File: src/rtl/main_control_fsm.sv
// Multicycle MIPS main control unit: a Moore FSM sequencing fetch, decode,
// memory, R-type, branch, addi and jump instructions.
module main_control_fsm #(
  parameter int OP_WIDTH    = 6,
  parameter int STATE_WIDTH = 4
) (
  input  logic                   clk,
  input  logic                   rst_n,
  input  logic [OP_WIDTH-1:0]    opcode,
  output logic                   pc_write,
  output logic                   branch,
  output logic                   ior_d,
  output logic                   mem_write,
  output logic                   ir_write,
  output logic                   reg_dst,
  output logic                   mem_to_reg,
  output logic                   reg_write,
  output logic                   alu_src_a,
  output logic [1:0]             alu_src_b,
  output logic [1:0]             alu_op,
  output logic [1:0]             pc_source,
  output logic                   illegal_op,
  output logic [STATE_WIDTH-1:0] state_o
);

  typedef enum logic [STATE_WIDTH-1:0] {
    StIdle    = 0,
    StFetch   = 1,
    StDecode  = 2,
    StMemAdr  = 3,
    StMemRd   = 4,
    StMemWb   = 5,
    StMemWr   = 6,
    StRtypeEx = 7,
    StRtypeWb = 8,
    StBeq     = 9,
    StAddiEx  = 10,
    StAddiWb  = 11,
    StJump    = 12
  } state_e;

  localparam logic [OP_WIDTH-1:0] OpLw    = OP_WIDTH'(6'b100011);
  localparam logic [OP_WIDTH-1:0] OpSw    = OP_WIDTH'(6'b101011);
  localparam logic [OP_WIDTH-1:0] OpRtype = OP_WIDTH'(6'b000000);
  localparam logic [OP_WIDTH-1:0] OpBeq   = OP_WIDTH'(6'b000100);
  localparam logic [OP_WIDTH-1:0] OpAddi  = OP_WIDTH'(6'b001000);
  localparam logic [OP_WIDTH-1:0] OpJ     = OP_WIDTH'(6'b000010);

  // Plain vector (not the enum type) so stray encodings 13-15 stay representable.
  logic [STATE_WIDTH-1:0] state_q, state_d;
  logic                   illegal_q, illegal_d;

  // State and illegal-opcode pulse registers; reset is asynchronous.
  always_ff @(posedge clk or negedge rst_n) begin
    if (!rst_n) begin
      state_q   <= StIdle;
      illegal_q <= 1'b0;
    end else begin
      state_q   <= state_d;
      illegal_q <= illegal_d;
    end
  end

  // Next-state logic; opcode is only consulted in DECODE and MEMADR.
  always_comb begin
    state_d   = StFetch;
    illegal_d = 1'b0;
    case (state_q)
      StIdle:    state_d = StFetch;
      StFetch:   state_d = StDecode;
      StDecode: begin
        case (opcode)
          OpLw, OpSw: state_d = StMemAdr;
          OpRtype:    state_d = StRtypeEx;
          OpBeq:      state_d = StBeq;
          OpAddi:     state_d = StAddiEx;
          OpJ:        state_d = StJump;
          default: begin
            state_d   = StFetch;
            illegal_d = 1'b1;
          end
        endcase
      end
      StMemAdr: begin
        if (opcode == OpLw) begin
          state_d = StMemRd;
        end else if (opcode == OpSw) begin
          state_d = StMemWr;
        end else begin
          state_d = StFetch;
        end
      end
      StMemRd:   state_d = StMemWb;
      StRtypeEx: state_d = StRtypeWb;
      StAddiEx:  state_d = StAddiWb;
      default:   state_d = StFetch;
    endcase
  end

  // Moore outputs decoded from the current state only.
  always_comb begin
    pc_write   = 1'b0;
    branch     = 1'b0;
    ior_d      = 1'b0;
    mem_write  = 1'b0;
    ir_write   = 1'b0;
    reg_dst    = 1'b0;
    mem_to_reg = 1'b0;
    reg_write  = 1'b0;
    alu_src_a  = 1'b0;
    alu_src_b  = 2'b00;
    alu_op     = 2'b00;
    pc_source  = 2'b00;
    case (state_q)
      StFetch: begin
        ir_write  = 1'b1;
        pc_write  = 1'b1;
        alu_src_b = 2'b01;
      end
      StDecode:  alu_src_b = 2'b11;
      StMemAdr: begin
        alu_src_a = 1'b1;
        alu_src_b = 2'b10;
      end
      StMemRd:   ior_d = 1'b1;
      StMemWb: begin
        reg_write  = 1'b1;
        mem_to_reg = 1'b1;
      end
      StMemWr: begin
        ior_d     = 1'b1;
        mem_write = 1'b1;
      end
      StRtypeEx: begin
        alu_src_a = 1'b1;
        alu_op    = 2'b10;
      end
      StRtypeWb: begin
        reg_write = 1'b1;
        reg_dst   = 1'b1;
      end
      StBeq: begin
        alu_src_a = 1'b1;
        alu_op    = 2'b01;
        branch    = 1'b1;
        pc_source = 2'b01;
      end
      StAddiEx: begin
        alu_src_a = 1'b1;
        alu_src_b = 2'b10;
      end
      StAddiWb:  reg_write = 1'b1;
      StJump: begin
        pc_write  = 1'b1;
        pc_source = 2'b10;
      end
      default: ;
    endcase
  end

  assign illegal_op = illegal_q;
  assign state_o    = state_q;

endmodule

File: config.mk
export PLATFORM = sky130hd
export DESIGN_NAME = main_control_fsm
export DESIGN_NICKNAME = d
export VERILOG_FILES = /design/src/rtl/main_control_fsm.sv
export SDC_FILE = /design/constraint.sdc
export NUM_CORES = 1
export LEC_CHECK = 0
export BUFFER_PORTS_ARGS = -buffer_cell sky130_fd_sc_hd__buf_2
export CELL_PAD_IN_SITES_DETAIL_PLACEMENT = 1
export CELL_PAD_IN_SITES_GLOBAL_PLACEMENT = 1
export CORE_MARGIN = 2
export CORE_UTILIZATION = 31
export CTS_CLUSTER_DIAMETER = 80
export DETAILED_ROUTE_END_ITERATION = 8
export GPL_ROUTABILITY_DRIVEN = 0
export PLACE_DENSITY_LB_ADDON = 0.1
export SYNTH_ARGS = -nofsm -noshare
export SYNTH_HDL_FRONTEND = slang
export SYNTH_SLANG_ARGS = --single-unit
File: constraint.sdc
create_clock -name clk -period 2 [get_ports clk]
set_input_delay 0.6 -clock clk [delete_from_list [all_inputs] [get_ports clk]]
set_output_delay 0.6 -clock clk [all_outputs]
set_load 0.01 [all_outputs]
---- After elaboration in Yosys (flattened, before gate mapping) ----
Index checks and enable logic that the tools add are counted.
operators by class
  mux-type cells .......................... 18
  equality and inequality tests ........... 17
  reductions and logical operators ........ 8
operators with widths
  operator                                        number
  case mux 4 bit (6 select lines)                 1
  == test 4 bit (second input constant)           5
  case mux 4 bit (5 select lines)                 1
  == test 4 x 3 -> 1 bit (second input constant)  4
  == test 6 bit (second input constant)           2
  2-to-1 mux 1 bit                                11
  == test 4 x 2 -> 1 bit (second input constant)  2
  case mux 2 bit (2 select lines)                 2
  OR reduction 2 bit                              4
  == test 6 x 2 -> 1 bit (second input constant)  1
  == test 6 x 3 -> 1 bit (second input constant)  1
  == test 6 x 4 -> 1 bit (second input constant)  1
  zero test 6 bit                                 1
  2-to-1 mux 3 bit                                2
  case mux 2 bit (3 select lines)                 1
  OR reduction 6 bit                              1
  == test 4 x 1 -> 1 bit (second input constant)  1
  OR reduction 4 bit                              1
  OR reduction 3 bit                              1
word-level totals
  output and inout port bits .............. 20
  logic and storage cells ................. 45
  input bits .............................. 8
  bits in registers ....................... 5

---- Depth between registers and ports, before layout ----
Gate-level depths: netlist (run 1).
  depth after elaboration ................. 4
  mapped depth ............................ 4
  gate-level depth less buffers ........... 3

---- Worst setup path after synthesis (run 1) ----
Ideal clock, no wire load.
  kind .................................... reg-to-output
  from .................................... reg state_q[0] (netlist: state_o[0])
  to ...................................... out reg_write
  required time ........................... 1400 ps
  arrival time ............................ 1184 ps
  stages on the path, launching flop included .. 4
  slack ................................... 216 ps
  path through ............................ dfrtp_1 -> buf_2 -> nor3_1 -> a21o_1
on the way
  word-level cells in the longest chain between the ends .. 3
  elaborated cells on any way between the ends .. 5
RTL lines
  element                                                         line  source
  start, declared                                                 50    logic [STATE_WIDTH-1:0] state_q, state_d;
  start signal, assigned                                          56    state_q <= StIdle;
  start signal, assigned                                          59    state_q <= state_d;
  == test 4 bit / == test 4 x 3 -> 1 bit (equally long branches)  114   case (state_q)
  OR reduction 3 bit (no source line) *                           --
  2-to-1 mux 1 bit *                                              114
  end, declared                                                   17    output logic reg_write,
Every way passes the cells marked *; elsewhere a longest branch is shown, timed or not.

---- Worst setup path after layout (run 1) ----
  from .................................... reg state_q[2] (netlist: state_o[2])
  to ...................................... out alu_src_b[0]
on the way
  word-level cells in the longest chain between the ends .. 3
  elaborated cells on any way between the ends .. 6
RTL lines
  element                                                         line  source
  == test 4 x 2 -> 1 bit / == test 4 bit (equally long branches)  114
  OR reduction 2 bit (no source line)                             --
  case mux 2 bit (3 select lines) *                               114
  end, declared                                                   19    output logic [1:0] alu_src_b,
Marked as above.

==> results_dict.tcl, run 1 <==
set metrics [dict create \
    synth_cells 65 \
    comb_power_share_pct 52.0 \
    synth_top_family_by_area "simple AND/OR/NAND/NOR gates" \
    crit_type "flip-flop to output pin" \
    vdd_drop_max_uv 270.3 \
    critPathSlowestCell "dfrtp_1" \
    finalCritPeriodShare_pct 97.85 \
    period_needed_ns 1.957 \
    cp_data_arrival_time_ns 1.36 \
    route.detailed.drc 0 \
    dp_hpwl_mm 1.295 \
    std_cell_rows 14 \
    grt_pass1_wl_mm 2.559 \
    clock_power_share_pct 20.9 \
    yosys_warnings 0 \
    synth_top_cell_area_share_pct 24.04 \
    nets 105 \
    cts-htree-levels 1 \
    grt_pass1_vias 555 \
    area_growth_pct 40.87 \
    swShare_pct 40.97 \
    synth_compound_area_share_pct 23.32 \
    hold_violations 0 \
    total_power_uw 585.5 \
    first_iter_violations 11 \
    drv_cap 0 \
    drt_wl_total_mm 1.675 \
    dp_slack_ns 0.2805 \
    core_area_um2 1541 \
    numCtsBuffers 3 \
    max_stage_delay_ns 0.41 \
    pin_count 28 \
    intPower_uw 345.7 \
    synth_ff_type "dfrtp_1" \
    clock_sinks 5 \
    fin_setup_tns_ns 0 \
    synth-simple-area-share_pct 36.06 \
    antenna_found_initial 0 \
    clock_latency_ns 0.25 \
    critPathLaunchType "flip-flop" \
    avgViaCountPerCell 5.446 \
    cts_tree "done" \
    die_h_um 44.98 \
    yosysMostFrequentCell "nor2_1" \
    synth_nets 73 \
    clk_pin_slew_ns 0.05 \
    synth_area_per_cell_um2 8.008 \
    cellLeakagePower_nw 0.3559 \
    setup_viol 0 \
    drive_gt1_share_pct 48.96 \
    r2r_cells 4 \
    fp.dieW_um 44.98 \
    r2r_end "state_o[0]$_DFF_PN0_" \
    post_drt_wl_per_cell_um 14.96 \
    via_count 610 \
    fmax_mhz 511.0 \
    grt_usage_pct 18.33 \
    ff2ff_setup_slack_ns 0.40 \
    hp-class "input port to async pin" \
    crit_path_max_fanout 11 \
    synth_seq_cells 5 \
    start_util_pct 33.77 \
    slew_violations 0 \
    rsz0062_at_grt "yes" \
    synth_xor_area_share_pct 3.365 \
    globalRoute.totalOverflow 0 \
    power.switching_uw 239.9 \
    worst_slack_ns 0.04305 \
    seq_area_frac_synth_pct 24.04 \
    root_buffer "clkbuf_4" \
    clock_path_buffers 2 \
    cp_data_required_time_ns 1.40 \
    muxShareOfSynthArea_pct 6.010 \
    relSlewSlack_pct 78.11 \
    power.density_nw_per_um2 798.6 \
    synth_top_area_cell "dfrtp_1" \
    worstPathCellList "buf_4, nor2_2, a21boi_0, buf_2" \
    async_reset_ff_share_pct 100.0 \
    io_buffers 27 \
    status "completed" \
    synth_area_leaders "dfrtp_1 (24%), nand2b_1 (7.2%), nor2_1 (6.5%)" \
    p_seq_share_pct 27.1 \
    placed_area_um2 678.2 \
    fin_hold_ws_ns 0.1526 \
    synth_edf_count 0 \
    first_pass_iters 4 \
    num_antenna_cells 0 \
    grt_start_max_net_pins 12 \
    syn-cell-area_um2 520.5 \
    synth_adder_area_share_pct 1.923 \
    end_kind "output pin" \
    max_slew.worst_pin.slew_ns 0.3271 \
    finClkSkew_ns 0.005288 \
    dieArea_um2 2023 \
    r2r-start "state_o[0]$_DFF_PN0_" \
    drtAntennaViolNets 0 \
    fin_area_um2 733.2 \
    synth_cell_types 33 \
    synth_commonest_cells "nor2_1 (9), nand2b_1 (6), dfrtp_1 (5), nor3_1 (5), buf_2 (4)" \
]
cells in the final DEF, fill, tap and decap left out, types with 2 or more instances in the layout:
cell	count
buf_2	27
nor2_1	8
nor3_1	5
buf_4	5
nand2_1	3
nand2b_2	3
a21oi_1	3
clkbuf_4	3
dfrtp_2	3
xor2_1	2
o21ai_0	2
nor4bb_1	2
nand2b_1	2
mux2i_1	2
dfrtp_1	2
routing by layer:
layer | track usage (%) | share of wire, % | up-vias
li1 | - | - | 305
met1 | 23.40 | 44 | 283
met2 | 27.71 | 48 | 17
met3 | 3.600 | 5.2 | 5
met4 | 12.35 | 2.7 | 0
met5 | 0 | 0 | -
sequential cells by signal, summed over array words and instances (netlist names):
register / count
state_o: 4
illegal_op: 1
per-stage QoR:
| step | util [%] | instances |
|---|---|---|
| after global routing | 47.56 | 112 |
| after global placement | 43.99 | 107 |
| final | 47.56 | 112 |
| after floorplan | - | 65 |
| after CTS | 46.02 | 111 |
| after detailed placement | 43.99 | 107 |
cell type report:
cell class                      count  area [µm²]
Clock buffer                        4       26.28
Fill cell                         207       808.3
Multi-Input combinational cell     55       385.4
Sequential cell                     5       128.9
Tap cell                           16       20.02
Timing Repair Buffer               32       172.7
worst max path at each step:
stage | start | end | slack [ns] | depth (start not counted)
floorplan | state_o[0]$_DFF_PN0_ | reg_write | 0.22 | 3
global placement | state_o[3]$_DFF_PN0_ | pc_write | 0.28 | 4
detailed placement | state_o[3]$_DFF_PN0_ | reg_write | 0.28 | 4
CTS | state_o[3]$_DFF_PN0_ | pc_write | 0.004 | 4
global route | state_o[2]$_DFF_PN0_ | alu_src_b[0] | -0.08 | 4
finish | state_o[2]$_DFF_PN0_ | alu_src_b[0] | 0.04 | 4
logic make-up (layout without fill, tap and decap cells):
logic type	count (synthesis)	in the layout
compound gates	16	16
xor+xnor	2	2
fa+ha+maj	1	1
buf+inv	5	36
flops	5	5
mux	3	3
simple gates	33	33
power by group through the flow:
stage | Clock (mW) | Sequential (mW) | Combinational, mW
after global routing | 0.134 | 0.164 | 0.340
after floorplan | 0 | 0.152 | 0.179
after CTS | 0.125 | 0.155 | 0.302
after detailed placement | 0 | 0.155 | 0.300
after global placement | 0 | 0.154 | 0.300
final | 0.122 | 0.159 | 0.305
what timing repair did:
action	in CTS	in global routing
setup endpoints to repair	1	10
gates resized for setup	2	7
hold buffers	0	0
gates cloned	0	0
setup buffers	0	1
worst max-delay path: cells and delay by family (launching register included):
family / cells / cell delay [ns]
compound gates: 1 / 0.21
flops: 1 / 0.41
buf+inv: 2 / 0.35
simple gates: 1 / 0.13
No activity file was read; power rests on OpenSTA's default activity.
==> run 2, diff against run 1 <==
--- a/config.mk
+++ b/config.mk
@@ -5,11 +5,13 @@
 export SDC_FILE = /design/constraint.sdc
 export NUM_CORES = 1
 export LEC_CHECK = 0
+export ABC_AREA = 1
 export BUFFER_PORTS_ARGS = -buffer_cell sky130_fd_sc_hd__buf_2
 export CELL_PAD_IN_SITES_DETAIL_PLACEMENT = 1
 export CELL_PAD_IN_SITES_GLOBAL_PLACEMENT = 1
+export CORE_ASPECT_RATIO = 0.9
 export CORE_MARGIN = 2
-export CORE_UTILIZATION = 31
+export CORE_UTILIZATION = 25
 export CTS_CLUSTER_DIAMETER = 80
 export DETAILED_ROUTE_END_ITERATION = 8
 export GPL_ROUTABILITY_DRIVEN = 0
==> run 2 against run 1 <==
Power is 26% higher. Flip-flop and latch count stayed put. Combinational power is 43% higher. Setup slack better by 0.052 ns. Via count is 5.2% higher. Worst hold slack better by 0.015 ns. Area after synthesis is 5.3% lower. Final area is 4.1% lower. Count of clock-buffer cells in the layout stayed put. Cell count is 28% higher. Die area is 16% higher. Critical path type unchanged. Critical endpoint is now pc_write.
==> results_dict.tcl, run 2 <==
set metrics [dict create \
    final_cell_mix "buf_2 (27), nor2_1 (22), nand2_1 (14)" \
    max_stage_delay_ns 0.44 \
    vdd_drop_max_uv 377.7 \
    cp_data_arrival_time_ns 1.30 \
    pin_count 28 \
    fin_hold_ws_ns 0.1673 \
    synth_top_cell_area_share_pct 25.38 \
    nets 127 \
    cts-htree-levels 1 \
    period_needed_ns 1.905 \
    power.density_nw_per_um2 1046 \
    cellLeakagePower_nw 0.4042 \
    numCtsBuffers 3 \
    synth_commonest_cells "nor2_1 (25), nand2_1 (17), inv_1 (14), nand3_1 (11)" \
    status "completed" \
    start_util_pct 26.01 \
    largest_reg_flops 4 \
    synth_area_leaders "dfrtp_1 (25%), nor2_1 (19%), nand2_1 (13%)" \
    clock_sinks 5 \
    drt_wl_total_mm 1.635 \
    crit_type "flip-flop to output pin" \
    first_pass_iters 3 \
    clock_latency_ns 0.23 \
    clock_path_buffers 2 \
    hold_buffers 0 \
    worstPathCellList "nor2_4, inv_2, nor2_2, inv_1, o21ai_2, buf_2" \
    drtAntennaViolNets 0 \
    route.detailed.drc 0 \
    rsz0062_at_grt "yes" \
    dp_hpwl_mm 1.338 \
    critPathSlowestCell "dfrtp_2" \
    finalCritPeriodShare_pct 95.24 \
    finClkSkew_ns 0.00008560 \
    cp.buffers_inverters 3 \
    critPathLaunchType "flip-flop" \
    grt_start_max_net_pins 8 \
    root_buffer "clkbuf_4" \
    grt_pass1_vias 592 \
    final_common_cell "buf_2" \
    avgViaCountPerCell 4.490 \
    max_slew.worst_pin.slew_ns 0.2634 \
    num_antenna_cells 0 \
    synth_seq_cells 5 \
    globalRoute.totalOverflow 0 \
    area_growth_pct 42.64 \
    fmax_mhz 525.0 \
    drive_gt1_share_pct 43.22 \
    multiInputGateArea_um2 324.1 \
    async_reset_ff_share_pct 100.0 \
    relSlewSlack_pct 82.38 \
    synth_cell_types 15 \
    synth_ff_type "dfrtp_1" \
    regArea_um2 130.1 \
    crit_family "flip-flops" \
    synth_area_per_cell_um2 5.602 \
    antenna_found_initial 0 \
    hold_violations 0 \
    grt_usage_pct 14.99 \
    end_kind "output pin" \
    synth_cells 88 \
    die_h_um 46.13 \
    fp.dieW_um 50.81 \
    cp_data_required_time_ns 1.40 \
    dieArea_um2 2344 \
    synth_edf_count 0 \
    finish.utilization_pct 37.10 \
    grt_pass1_wl_mm 2.656 \
    post_drt_wl_per_cell_um 11.43 \
    yosysMostFrequentCell "nor2_1" \
    seq_area_frac_synth_pct 25.38 \
    io_buffers 27 \
    synth_nets 96 \
    first_iter_violations 7 \
    yosys_warnings 0 \
    fill_cells 278 \
    cts_tree "done" \
    crit_path_max_fanout 5 \
    syn-cell-area_um2 493.0 \
    hp-class "input port to async pin" \
    via_count 642 \
    core_area_um2 1896 \
    clk_pin_slew_ns 0.04 \
    cts_setup_buffers 0 \
    std_cell_rows 15 \
    slew_violations 0 \
    setup_viol 0 \
    synth_top_area_cell "dfrtp_1" \
    drv_cap 0 \
]
## run 2: cell count changes in the layout (fill, tap and decap cells not counted), sizes merged, moves of 2 or more
cell    change
inv        +15
nand2b      -6
buf         -5
a21oi       -2
o41ai       -2
xor2        -2
nor4bb      -2
mux2i       -2
nor3        -4
nand2      +16
nor2       +22
nand3      +10
## run 2: metal layers
| layer | vias up | global-route usage (%) | part of all wire (%) |
|---|---|---|---|
| met3 | 0 | 3.247 | 5.7 |
| met2 | 16 | 24.74 | 45 |
| met1 | 298 | 20.36 | 49 |
| li1 | 328 | - | - |
| met4 | 0 | 3.243 | 0 |
| met5 | - | 0 | 0 |
## run 2: worst paths after layout
kind                                              to  depth (start not counted)  slack [ns]                 start
min in group clk                state_o[1]$_DFF_PN0_                          3        0.73             opcode[3]
max in group asynchronous       state_o[3]$_DFF_PN0_                          1        1.70                 rst_n
worst min-delay path            illegal_op$_DFF_PN0_                          1        0.17                 rst_n
worst max register to register  state_o[2]$_DFF_PN0_                          5        0.90  state_o[3]$_DFF_PN0_
worst min register to register  state_o[2]$_DFF_PN0_                          2        0.76  state_o[2]$_DFF_PN0_
worst max-delay path                        pc_write                          6         0.1  state_o[3]$_DFF_PN0_
## run 2: final cells by class
| class | instances | area share (%) |
|---|---|---|
| tap | 25 | 4.448 |
| timing repair buffer | 27 | 19.22 |
| multi-input combinational | 67 | 46.09 |
| clock buffer | 4 | 3.737 |
| inverter | 15 | 8.007 |
| sequential | 5 | 18.51 |
## run 2: timing repair
action / CTS / global route
resized for setup: 0 / 12
endpoints found under the hold margin: 0 / 0
setup endpoints to repair: 0 / 4
## run 2: cell families (layout without fill, tap and decap cells)
| group | Yosys count | in the layout | share of synthesized area [%] |
|---|---|---|---|
| AO/OA/AOI/OAI | 5 | 5 | 6.345 |
| buffers and inverters | 16 | 46 | 12.94 |
| flip-flops | 5 | 5 | 25.38 |
| AND/OR/NAND/NOR | 62 | 62 | 55.33 |
## run 2: metrics by stage
step / std cells / setup WS [ns] / TNS [ns] / cell area, µm² / total power, mW
final: 143 / 0.09523 / 0 / 703.2 / 0.7352
after floorplan: 88 / 0.3232 / 0 / 493.0 / 0.4328
after global routing: 143 / -0.01248 / -0.01248 / 703.2 / 0.8192
after CTS: 143 / 0.03339 / 0 / 678.2 / 0.7220
after detailed placement: 139 / 0.3006 / 0 / 651.9 / 0.6020
after global placement: 139 / 0.2895 / 0 / 651.9 / 0.6014
## run 2: report_power, final
| part | internal [mW] | leakage (nW) | switching [mW] | total, mW |
|---|---|---|---|---|
| Clock | 0.0751 | 0.0150 | 0.0364 | 0.111 |
| Combinational | 0.161 | 0.330 | 0.274 | 0.435 |
| Sequential | 0.137 | 0.0597 | 0.0520 | 0.189 |
